$ cat src/rtl/btb_predictor_pkg.sv
// Shared types and defaults for the BTB predictor slice: index/tag widths,
// 2-bit counter type, FSM state enum and the IF->EX prediction metadata record.
package bp_pkg;

    localparam int IDX_W_DEF = 10;
    localparam int TAG_W_DEF = 20;

    typedef logic [1:0] cnt2_t;

    localparam cnt2_t CNT_INIT_DEF = 2'b01;

    typedef enum logic {
        INIT = 1'b0,
        RUN  = 1'b1
    } state_e;

    typedef struct packed {
        logic        valid;
        logic        taken;
        logic [31:0] target;
    } pred_meta_t;

    // Two-bit saturating step: up counts towards 2'b11, down towards 2'b00.
    function automatic cnt2_t sat_update(input cnt2_t c, input logic up);
        cnt2_t r;
        r = c;
        if (up) begin
            if (c != 2'b11) r = c + 2'b01;
        end else begin
            if (c != 2'b00) r = c - 2'b01;
        end
        return r;
    endfunction

endpackage

$ cat src/rtl/btb_predictor_if.sv
// Port bundle between the predictor (master) and the external BTB storage (slave):
// one asynchronous read port indexed from the fetch PC and one write port.
interface btb_predictor_if #(
    parameter int IDX_W = 10,
    parameter int TAG_W = 20
);
    // No back-pressure: the read returns data in the same cycle, and
    // btb_we_o is a single-cycle strobe that the BTB must accept on that edge.
    logic [IDX_W-1:0] btb_addr_rd_o;
    logic [TAG_W-1:0] btb_tag_i;
    logic [31:0]      btb_pc_i;
    logic             btb_used_i;
    logic             btb_we_o;
    logic [IDX_W-1:0] btb_addr_wr_o;
    logic [TAG_W-1:0] btb_tag_wr_o;
    logic [31:0]      btb_pc_wr_o;

    modport master (
        output btb_addr_rd_o, btb_we_o, btb_addr_wr_o, btb_tag_wr_o, btb_pc_wr_o,
        input  btb_tag_i, btb_pc_i, btb_used_i
    );

    modport slave (
        input  btb_addr_rd_o, btb_we_o, btb_addr_wr_o, btb_tag_wr_o, btb_pc_wr_o,
        output btb_tag_i, btb_pc_i, btb_used_i
    );

endinterface

$ cat src/rtl/btb_predictor_bht.sv
// Branch history table: 2**IDX_W two-bit counters, combinational read, one write
// port shared by the init sweep (constant fill) and saturating training.
module bht
    import bp_pkg::*;
#(
    parameter int    IDX_W    = IDX_W_DEF,
    parameter cnt2_t CNT_INIT = CNT_INIT_DEF
) (
    input  logic             clk,
    input  logic [IDX_W-1:0] i_rd_idx,
    output cnt2_t            o_rd_cnt,
    input  logic             i_init_we,
    input  logic [IDX_W-1:0] i_init_idx,
    input  logic             i_train_we,
    input  logic [IDX_W-1:0] i_train_idx,
    input  logic             i_train_up
);

    localparam int DEPTH = 1 << IDX_W;

    // Deliberately unreset: the init sweep defines every entry before use.
    cnt2_t r_table [DEPTH];

    assign o_rd_cnt = r_table[i_rd_idx];

    always_ff @(posedge clk) begin
        if (i_init_we) begin
            r_table[i_init_idx] <= CNT_INIT;
        end else if (i_train_we) begin
            r_table[i_train_idx] <= sat_update(r_table[i_train_idx], i_train_up);
        end
    end

endmodule

$ cat src/rtl/btb_predictor.sv
// BTB fetch lookup + BHT prediction, IF->ID->EX metadata pipe and EX-side training.
// Optional statistics counters are compiled in with `define BTB_PRED_STATS_EN.
module btb_predictor
    import bp_pkg::*;
#(
    parameter int    IDX_W    = IDX_W_DEF,
    parameter int    TAG_W    = TAG_W_DEF,   // must equal 30 - IDX_W
    parameter cnt2_t CNT_INIT = CNT_INIT_DEF
) (
    input  logic                   clk,
    input  logic                   rst_n,
    input  logic [31:0]            if_pc_i,
    input  logic                   stall_i,
    input  logic                   flush_i,
    btb_predictor_if.master        btb,
    output logic                   pred_taken_o,
    output logic [31:0]            pred_pc_o,
    input  logic                   ex_valid_i,
    input  logic                   ex_is_branch_i,
    input  logic                   ex_taken_i,
    input  logic [31:0]            ex_pc_i,
    input  logic [31:0]            ex_target_i,
    output logic                   mispredict_o,
    output logic [31:0]            redirect_pc_o,
    output logic                   ready_o,
    output state_e                 dbg_state_o
`ifdef BTB_PRED_STATS_EN
    ,
    output logic [31:0]            stat_branches_o,
    output logic [31:0]            stat_mispred_o
`endif
);

    state_e           r_state;
    state_e           w_state_nxt;
    logic [IDX_W-1:0] r_init_idx;
    logic             w_ready;
    logic             w_init_we;

    pred_meta_t       w_meta_if;
    pred_meta_t       r_meta_id;
    pred_meta_t       r_meta_ex;

    logic [IDX_W-1:0] w_if_idx;
    logic [TAG_W-1:0] w_if_tag;
    logic [IDX_W-1:0] w_ex_idx;
    logic [TAG_W-1:0] w_ex_tag;
    cnt2_t            w_bht_cnt;
    logic             w_hit;
    logic             w_act;
    logic             w_mispredict;
    logic             w_upd;
    logic             w_train;
    logic             w_clear;

    // FSM: state register
    always_ff @(posedge clk or negedge rst_n) begin
        if (!rst_n) r_state <= INIT;
        else        r_state <= w_state_nxt;
    end

    // FSM: next state
    always_comb begin
        w_state_nxt = r_state;
        case (r_state)
            INIT:    if (r_init_idx == '1) w_state_nxt = RUN;
            RUN:     w_state_nxt = RUN;
            default: w_state_nxt = INIT;
        endcase
    end

    // FSM: outputs
    always_comb begin
        w_ready   = 1'b0;
        w_init_we = 1'b0;
        case (r_state)
            INIT:    w_init_we = 1'b1;
            RUN:     w_ready   = 1'b1;
            default: ;
        endcase
    end

    always_ff @(posedge clk or negedge rst_n) begin
        if (!rst_n)         r_init_idx <= '0;
        else if (w_init_we) r_init_idx <= r_init_idx + IDX_W'(1);
    end

    assign ready_o     = w_ready;
    assign dbg_state_o = r_state;

    // Fetch-side lookup
    assign w_if_idx          = if_pc_i[IDX_W+1:2];
    assign w_if_tag          = if_pc_i[31:IDX_W+2];
    assign btb.btb_addr_rd_o = w_if_idx;
    assign w_hit             = btb.btb_used_i && (btb.btb_tag_i == w_if_tag);
    assign pred_taken_o      = w_ready && w_hit && w_bht_cnt[1];
    assign pred_pc_o         = pred_taken_o ? btb.btb_pc_i : if_pc_i + 32'd4;

    assign w_meta_if = '{valid: w_ready, taken: pred_taken_o, target: btb.btb_pc_i};

    // EX-side resolution
    assign w_ex_idx      = ex_pc_i[IDX_W+1:2];
    assign w_ex_tag      = ex_pc_i[31:IDX_W+2];
    assign w_act         = ex_valid_i && ex_is_branch_i && ex_taken_i;
    assign w_mispredict  = w_ready && ex_valid_i && r_meta_ex.valid &&
                           ((r_meta_ex.taken != w_act) ||
                            (w_act && (r_meta_ex.target != ex_target_i)));
    assign mispredict_o  = w_mispredict;
    assign redirect_pc_o = w_act ? ex_target_i : ex_pc_i + 32'd4;

    // Non-branches only train when they were predicted taken, so aliases unlearn.
    assign w_upd   = w_ready && ex_valid_i && !stall_i;
    assign w_train = w_upd && (ex_is_branch_i || r_meta_ex.taken);

    assign btb.btb_we_o      = w_upd && w_act;
    assign btb.btb_addr_wr_o = w_ex_idx;
    assign btb.btb_tag_wr_o  = w_ex_tag;
    assign btb.btb_pc_wr_o   = ex_target_i;

    // A mispredict under stall keeps EX meta so the resolution repeats on release.
    assign w_clear = flush_i || (w_mispredict && !stall_i);

    always_ff @(posedge clk or negedge rst_n) begin
        if (!rst_n) begin
            r_meta_id <= '0;
            r_meta_ex <= '0;
        end else if (w_clear) begin
            r_meta_id <= '0;
            r_meta_ex <= '0;
        end else if (!stall_i) begin
            r_meta_id <= w_meta_if;
            r_meta_ex <= r_meta_id;
        end
    end

    bht #(
        .IDX_W    (IDX_W),
        .CNT_INIT (CNT_INIT)
    ) u_bht (
        .clk         (clk),
        .i_rd_idx    (w_if_idx),
        .o_rd_cnt    (w_bht_cnt),
        .i_init_we   (w_init_we),
        .i_init_idx  (r_init_idx),
        .i_train_we  (w_train),
        .i_train_idx (w_ex_idx),
        .i_train_up  (w_act)
    );

`ifdef BTB_PRED_STATS_EN
    logic [31:0] r_stat_br;
    logic [31:0] r_stat_mis;

    always_ff @(posedge clk or negedge rst_n) begin
        if (!rst_n) begin
            r_stat_br  <= '0;
            r_stat_mis <= '0;
        end else begin
            if (w_train && ex_is_branch_i && (r_stat_br != '1))
                r_stat_br <= r_stat_br + 32'd1;
            if (w_mispredict && (r_stat_mis != '1))
                r_stat_mis <= r_stat_mis + 32'd1;
        end
    end

    assign stat_branches_o = r_stat_br;
    assign stat_mispred_o  = r_stat_mis;
`endif

endmodule

$ cat src/flat_wrapper.sv
// flat-port wrapper written by rule: the top's interface ports become plain ports
module btb_predictor_flat import bp_pkg::*;
#(
    parameter int    IDX_W    = IDX_W_DEF,
    parameter int    TAG_W    = TAG_W_DEF,                           
    parameter cnt2_t CNT_INIT = CNT_INIT_DEF
)
  (clk, rst_n, if_pc_i, stall_i, flush_i, pred_taken_o, pred_pc_o, ex_valid_i, ex_is_branch_i, ex_taken_i, ex_pc_i, ex_target_i, mispredict_o, redirect_pc_o, ready_o, dbg_state_o, btb_btb_addr_rd_o, btb_btb_we_o, btb_btb_addr_wr_o, btb_btb_tag_wr_o, btb_btb_pc_wr_o, btb_btb_tag_i, btb_btb_pc_i, btb_btb_used_i);
  btb_predictor_if #(.IDX_W(IDX_W), .TAG_W(TAG_W)) btb_i ();
  input  logic clk;
  input  logic rst_n;
  input  logic [31:0] if_pc_i;
  input  logic stall_i;
  input  logic flush_i;
  output logic pred_taken_o;
  output logic [31:0] pred_pc_o;
  input  logic ex_valid_i;
  input  logic ex_is_branch_i;
  input  logic ex_taken_i;
  input  logic [31:0] ex_pc_i;
  input  logic [31:0] ex_target_i;
  output logic mispredict_o;
  output logic [31:0] redirect_pc_o;
  output logic ready_o;
  output state_e dbg_state_o;
  output wire logic [$bits(btb_i.btb_addr_rd_o)-1:0] btb_btb_addr_rd_o;
  output wire logic [$bits(btb_i.btb_we_o)-1:0] btb_btb_we_o;
  output wire logic [$bits(btb_i.btb_addr_wr_o)-1:0] btb_btb_addr_wr_o;
  output wire logic [$bits(btb_i.btb_tag_wr_o)-1:0] btb_btb_tag_wr_o;
  output wire logic [$bits(btb_i.btb_pc_wr_o)-1:0] btb_btb_pc_wr_o;
  input wire logic [$bits(btb_i.btb_tag_i)-1:0] btb_btb_tag_i;
  input wire logic [$bits(btb_i.btb_pc_i)-1:0] btb_btb_pc_i;
  input wire logic [$bits(btb_i.btb_used_i)-1:0] btb_btb_used_i;
  assign btb_btb_addr_rd_o = btb_i.btb_addr_rd_o;
  assign btb_btb_we_o = btb_i.btb_we_o;
  assign btb_btb_addr_wr_o = btb_i.btb_addr_wr_o;
  assign btb_btb_tag_wr_o = btb_i.btb_tag_wr_o;
  assign btb_btb_pc_wr_o = btb_i.btb_pc_wr_o;
  assign btb_i.btb_tag_i = btb_btb_tag_i;
  assign btb_i.btb_pc_i = btb_btb_pc_i;
  assign btb_i.btb_used_i = btb_btb_used_i;
  btb_predictor #(.IDX_W(IDX_W), .TAG_W(TAG_W), .CNT_INIT(CNT_INIT)) u_core (.clk(clk), .rst_n(rst_n), .if_pc_i(if_pc_i), .stall_i(stall_i), .flush_i(flush_i), .btb(btb_i), .pred_taken_o(pred_taken_o), .pred_pc_o(pred_pc_o), .ex_valid_i(ex_valid_i), .ex_is_branch_i(ex_is_branch_i), .ex_taken_i(ex_taken_i), .ex_pc_i(ex_pc_i), .ex_target_i(ex_target_i), .mispredict_o(mispredict_o), .redirect_pc_o(redirect_pc_o), .ready_o(ready_o), .dbg_state_o(dbg_state_o));
endmodule
$ cat config.mk
export PLATFORM = sky130hd
export DESIGN_NAME = btb_predictor_flat
export DESIGN_NICKNAME = d
export VERILOG_FILES = /design/src/rtl/btb_predictor_pkg.sv /design/src/rtl/btb_predictor_if.sv /design/src/rtl/btb_predictor_bht.sv /design/src/rtl/btb_predictor.sv /design/src/flat_wrapper.sv
export SDC_FILE = /design/constraint.sdc
export NUM_CORES = 2
export LEC_CHECK = 0
export ABC_CLOCK_PERIOD_IN_PS = 65099
export CAP_MARGIN = 20
export CORE_MARGIN = 2
export CORE_UTILIZATION = 30
export DETAILED_ROUTE_END_ITERATION = 16
export PLACE_DENSITY = 0.5
export SLEW_MARGIN = 20
export SYNTH_ARGS = -nofsm -noshare
export SYNTH_HDL_FRONTEND = slang
export SYNTH_SLANG_ARGS = --single-unit
$ cat constraint.sdc
create_clock -name clk -period 65.1 [get_ports clk]
set_input_delay 13.02 -clock clk [delete_from_list [all_inputs] [get_ports clk]]
set_output_delay 13.02 -clock clk [all_outputs]
set_load 0.005 [all_outputs]
==> impl_metrics.env <==
export IMPL_status="finished, final reports clean"
export IMPL_gr_usage_all_layers_pct=21.6
export IMPL_synth_edf_count=2048
export IMPL_clk_pin_slew_ns=0.06
export IMPL_htree_levels=4
export IMPL_powerDensity_nw_per_um2=26.1
export IMPL_critPathCaptureType="output pin"
export IMPL_synth_distinct_cells=81
export IMPL_die_h_um=577
export IMPL_clock_sinks=2127
export IMPL_pre_cts_ws_ns=31.88
export IMPL_hpwl_um=225000
export IMPL_timing_rr_start="u_core.u_bht.r_table[93][0]"
export IMPL_power_mw=2.95
export IMPL_path_max_fanout=44
export IMPL_synth_cells=6034
export IMPL_instances_no_fill=10700
export IMPL_leakagePower_nw=34.2
export IMPL_min_path_cells=1
export IMPL_drt_wl_total_um=367000
export IMPL_finalSetupViolations=0
export IMPL_cts_root_buffer="clkbuf_16"
export IMPL_gp_congestion=0.879
export IMPL_yosysWarningCount=0
export IMPL_layout_common_cells="2048 x edfxtp_1, 1090 x nor2_1, 701 x mux4_2"
export IMPL_worstSkewPairLatency_ns=0.90
export IMPL_relSlewSlack_pct=1.76
export IMPL_period_needed_ns=33.24
export IMPL_synth_seq_cells=2127
export IMPL_dp_cells=10300
export IMPL_syn_cell_area_um2=98500
export IMPL_cts_tree="done"
export IMPL_worstSetupPathType="in -> out"
export IMPL_required_ns=52.08
export IMPL_synth_seq_area_share_pct=64.5
export IMPL_clock_path_buffers=3
export IMPL_nNetsFinal=6318
export IMPL_path_cells="buf_8 -> buf_4 -> buf_4 -> buf_4 -> mux4_2 -> mux4_2 -> and3_1 -> a31oi_1 -> o2111ai_1 -> nand3_1 -> nand4_1 -> or4b_2 -> buf_4 -> mux2_2 -> clkdlybuf4s50_1"
export IMPL_numCtsBuffers=224
export IMPL_grt_max_degree=238
export IMPL_drive_gt1_share_pct=22.0
export IMPL_grt_pass1_vias=60900
export IMPL_route_vias_total=61000
export IMPL_finalSetupTns_ns=0
export IMPL_synthToLayoutAreaGrowth_pct=14.8
export IMPL_grt_pass1_wl_um=502000
export IMPL_num_io_pins=297
export IMPL_num_rows=210
export IMPL_port_buffers=296
export IMPL_setup_ws_ns=31.86
export IMPL_worst_clock_skew_ns=0.0427
export IMPL_rsz0062_at_grt="no"
export IMPL_finalCritPeriodShare_pct=51.1
export IMPL_crit_arrival_ns=20.22
export IMPL_via_per_inst=5.69
export IMPL_synthTopCellsByArea="edfxtp_1 62%, mux4_2 16%, nor2_1 4.2%, mux2i_1 2.7%, dfrtp_1 2.0%"
export IMPL_die_area_um2=333000
export IMPL_yosysTopAreaCellShare_pct=62.5
export IMPL_vdd_drop_max_mv=0.0286
export IMPL_hold_violations=0
export IMPL_worstRegToRegCells=12
export IMPL_drt_iter0_markers=7975
export IMPL_synth_nets=6193
export IMPL_ant_nets=0
export IMPL_min_from="u_core.r_meta_id[7]"
export IMPL_path_common_cell="buf_4"
export IMPL_avgRoutedWirePerCell_um=34.3
export IMPL_crit_start="if_pc_i[2]"
export IMPL_ys_flop_type="edfxtp_1"
export IMPL_max_freq_mhz=30.1
export IMPL_antenna_found_initial=31
export IMPL_cp_slowest_cell="buf_4"
export IMPL_hold_buffers=0
export IMPL_die_w_um=577
export IMPL_design_core_area_um2=327000
export IMPL_avgSynthCellArea_um2=16.3
export IMPL_cts_setup_buffers=0
export IMPL_tightest_slew_ns=1.47
export IMPL_final_common_cell="edfxtp_1"
export IMPL_cap_violations=0
export IMPL_async_reset_ff_share_pct=3.71
export IMPL_slew_violations=0
export IMPL_max_stage_delay_ns=0.76
export IMPL_initial_core_util_pct=30.1
export IMPL_worstSetupStartpointType="input pin"
export IMPL_worst_hold_path_type="reg -> reg"
export IMPL_ctsResizeCount=0
export IMPL_firstDrtPassIters=8
export IMPL_overflow=0
export IMPL_drcViolationCount=0
export IMPL_synth_top_cell_by_area="edfxtp_1"
stage by stage:
stage	util [%]	hold slack [ns]	area (um^2)
CTS	34.6	0.463	113000
floorplan	-	0.463	98500
global placement	32.3	0.477	105000
global route	34.6	0.463	113000
finish	34.6	0.469	113000
detailed placement	32.3	0.477	106000
power by group:
| part | switching (mW) | internal, mW | total, mW |
|---|---|---|---|
| combinational | 0.102 | 0.0563 | 0.159 |
| sequential | 0.00124 | 1.48 | 1.48 |
| clock | 0.562 | 0.746 | 1.31 |
| total | 0.666 | 2.28 | 2.95 |
sequential cells by signal (all words and copies together), names as in the netlist:
signal                flops
u_core.dbg_state_o        1
u_core.r_init_idx        10
u_core.r_meta_ex         34
u_core.r_meta_id         34
u_core.u_bht.r_table   2048
cell type report:
type	count	area, um^2
fillers	31100	214000
inverters	13	56.3
repair buffers	489	4580
diodes	12	30.0
clock buffers	261	5830
flip-flops and latches	2127	63500
clock inverters	162	1580
multi-input cells	3304	32100
well taps	4346	5440
critical path: cells and delay by family:
family | cells | cell delay, ns
buf+inv | 6 | 3.51
compound gates | 2 | 0.39
mux | 3 | 1.58
simple gates | 4 | 1.54
layer usage:
| layer | global-route usage (%) | part of all wire, % | up-vias |
|---|---|---|---|
| met4 | 8.88 | 4.4 | 6 |
| met1 | 28.2 | 39 | 32600 |
| met3 | 5.35 | 9.6 | 611 |
| li1 | - | - | 24200 |
| met2 | 34.4 | 46 | 3492 |
| met5 | 0 | 0.011 | - |
kinds of logic after synthesis:
group | after synthesis | share of synthesized area [%]
mux | 1055 | 20.4
flops | 2127 | 64.5
fa+ha+maj | 3 | 0.0381
xor+xnor | 117 | 1.04
buf+inv | 603 | 3.41
simple gates | 1590 | 6.72
compound gates | 539 | 3.90
synthesized netlist by cell type (9+ instances only):
library cell,number
edfxtp_1,2048
nor2_1,1098
mux4_2,701
clkbuf_1,311
mux2i_1,267
nand2_1,224
buf_4,120
a21oi_1,79
dfrtp_1,79
a22o_1,75
o21ai_0,73
buf_2,68
xnor2_1,68
o221ai_1,65
a22oi_1,60
o22ai_1,59
xor2_1,49
nor3_1,46
nand3_1,45
buf_6,40
mux4_1,37
buf_1,31
nand4_1,30
mux2_4,29
nor4_1,26
and2_1,24
mux2_2,21
nor2b_1,21
a211oi_1,17
and3_1,14
o31ai_1,14
a31oi_1,13
buf_12,12
nand2b_1,12
nand3b_1,12
inv_1,11
or3_1,10
a221oi_1,9
worst paths after layout:
kind / to / slack, ns
max: pred_pc_o[0] / 31.86
min: u_core.r_meta_ex[7] / 0.47
max reg2reg: u_core.u_bht.r_table[622][1] / 58.68
min reg2reg: u_core.r_meta_ex[7] / 0.47
max in group asynchronous: u_core.r_meta_ex[25] / 51.93
min in group asynchronous: u_core.r_init_idx[0] / 12.06
No activity file was read; power rests on OpenSTA's default activity.
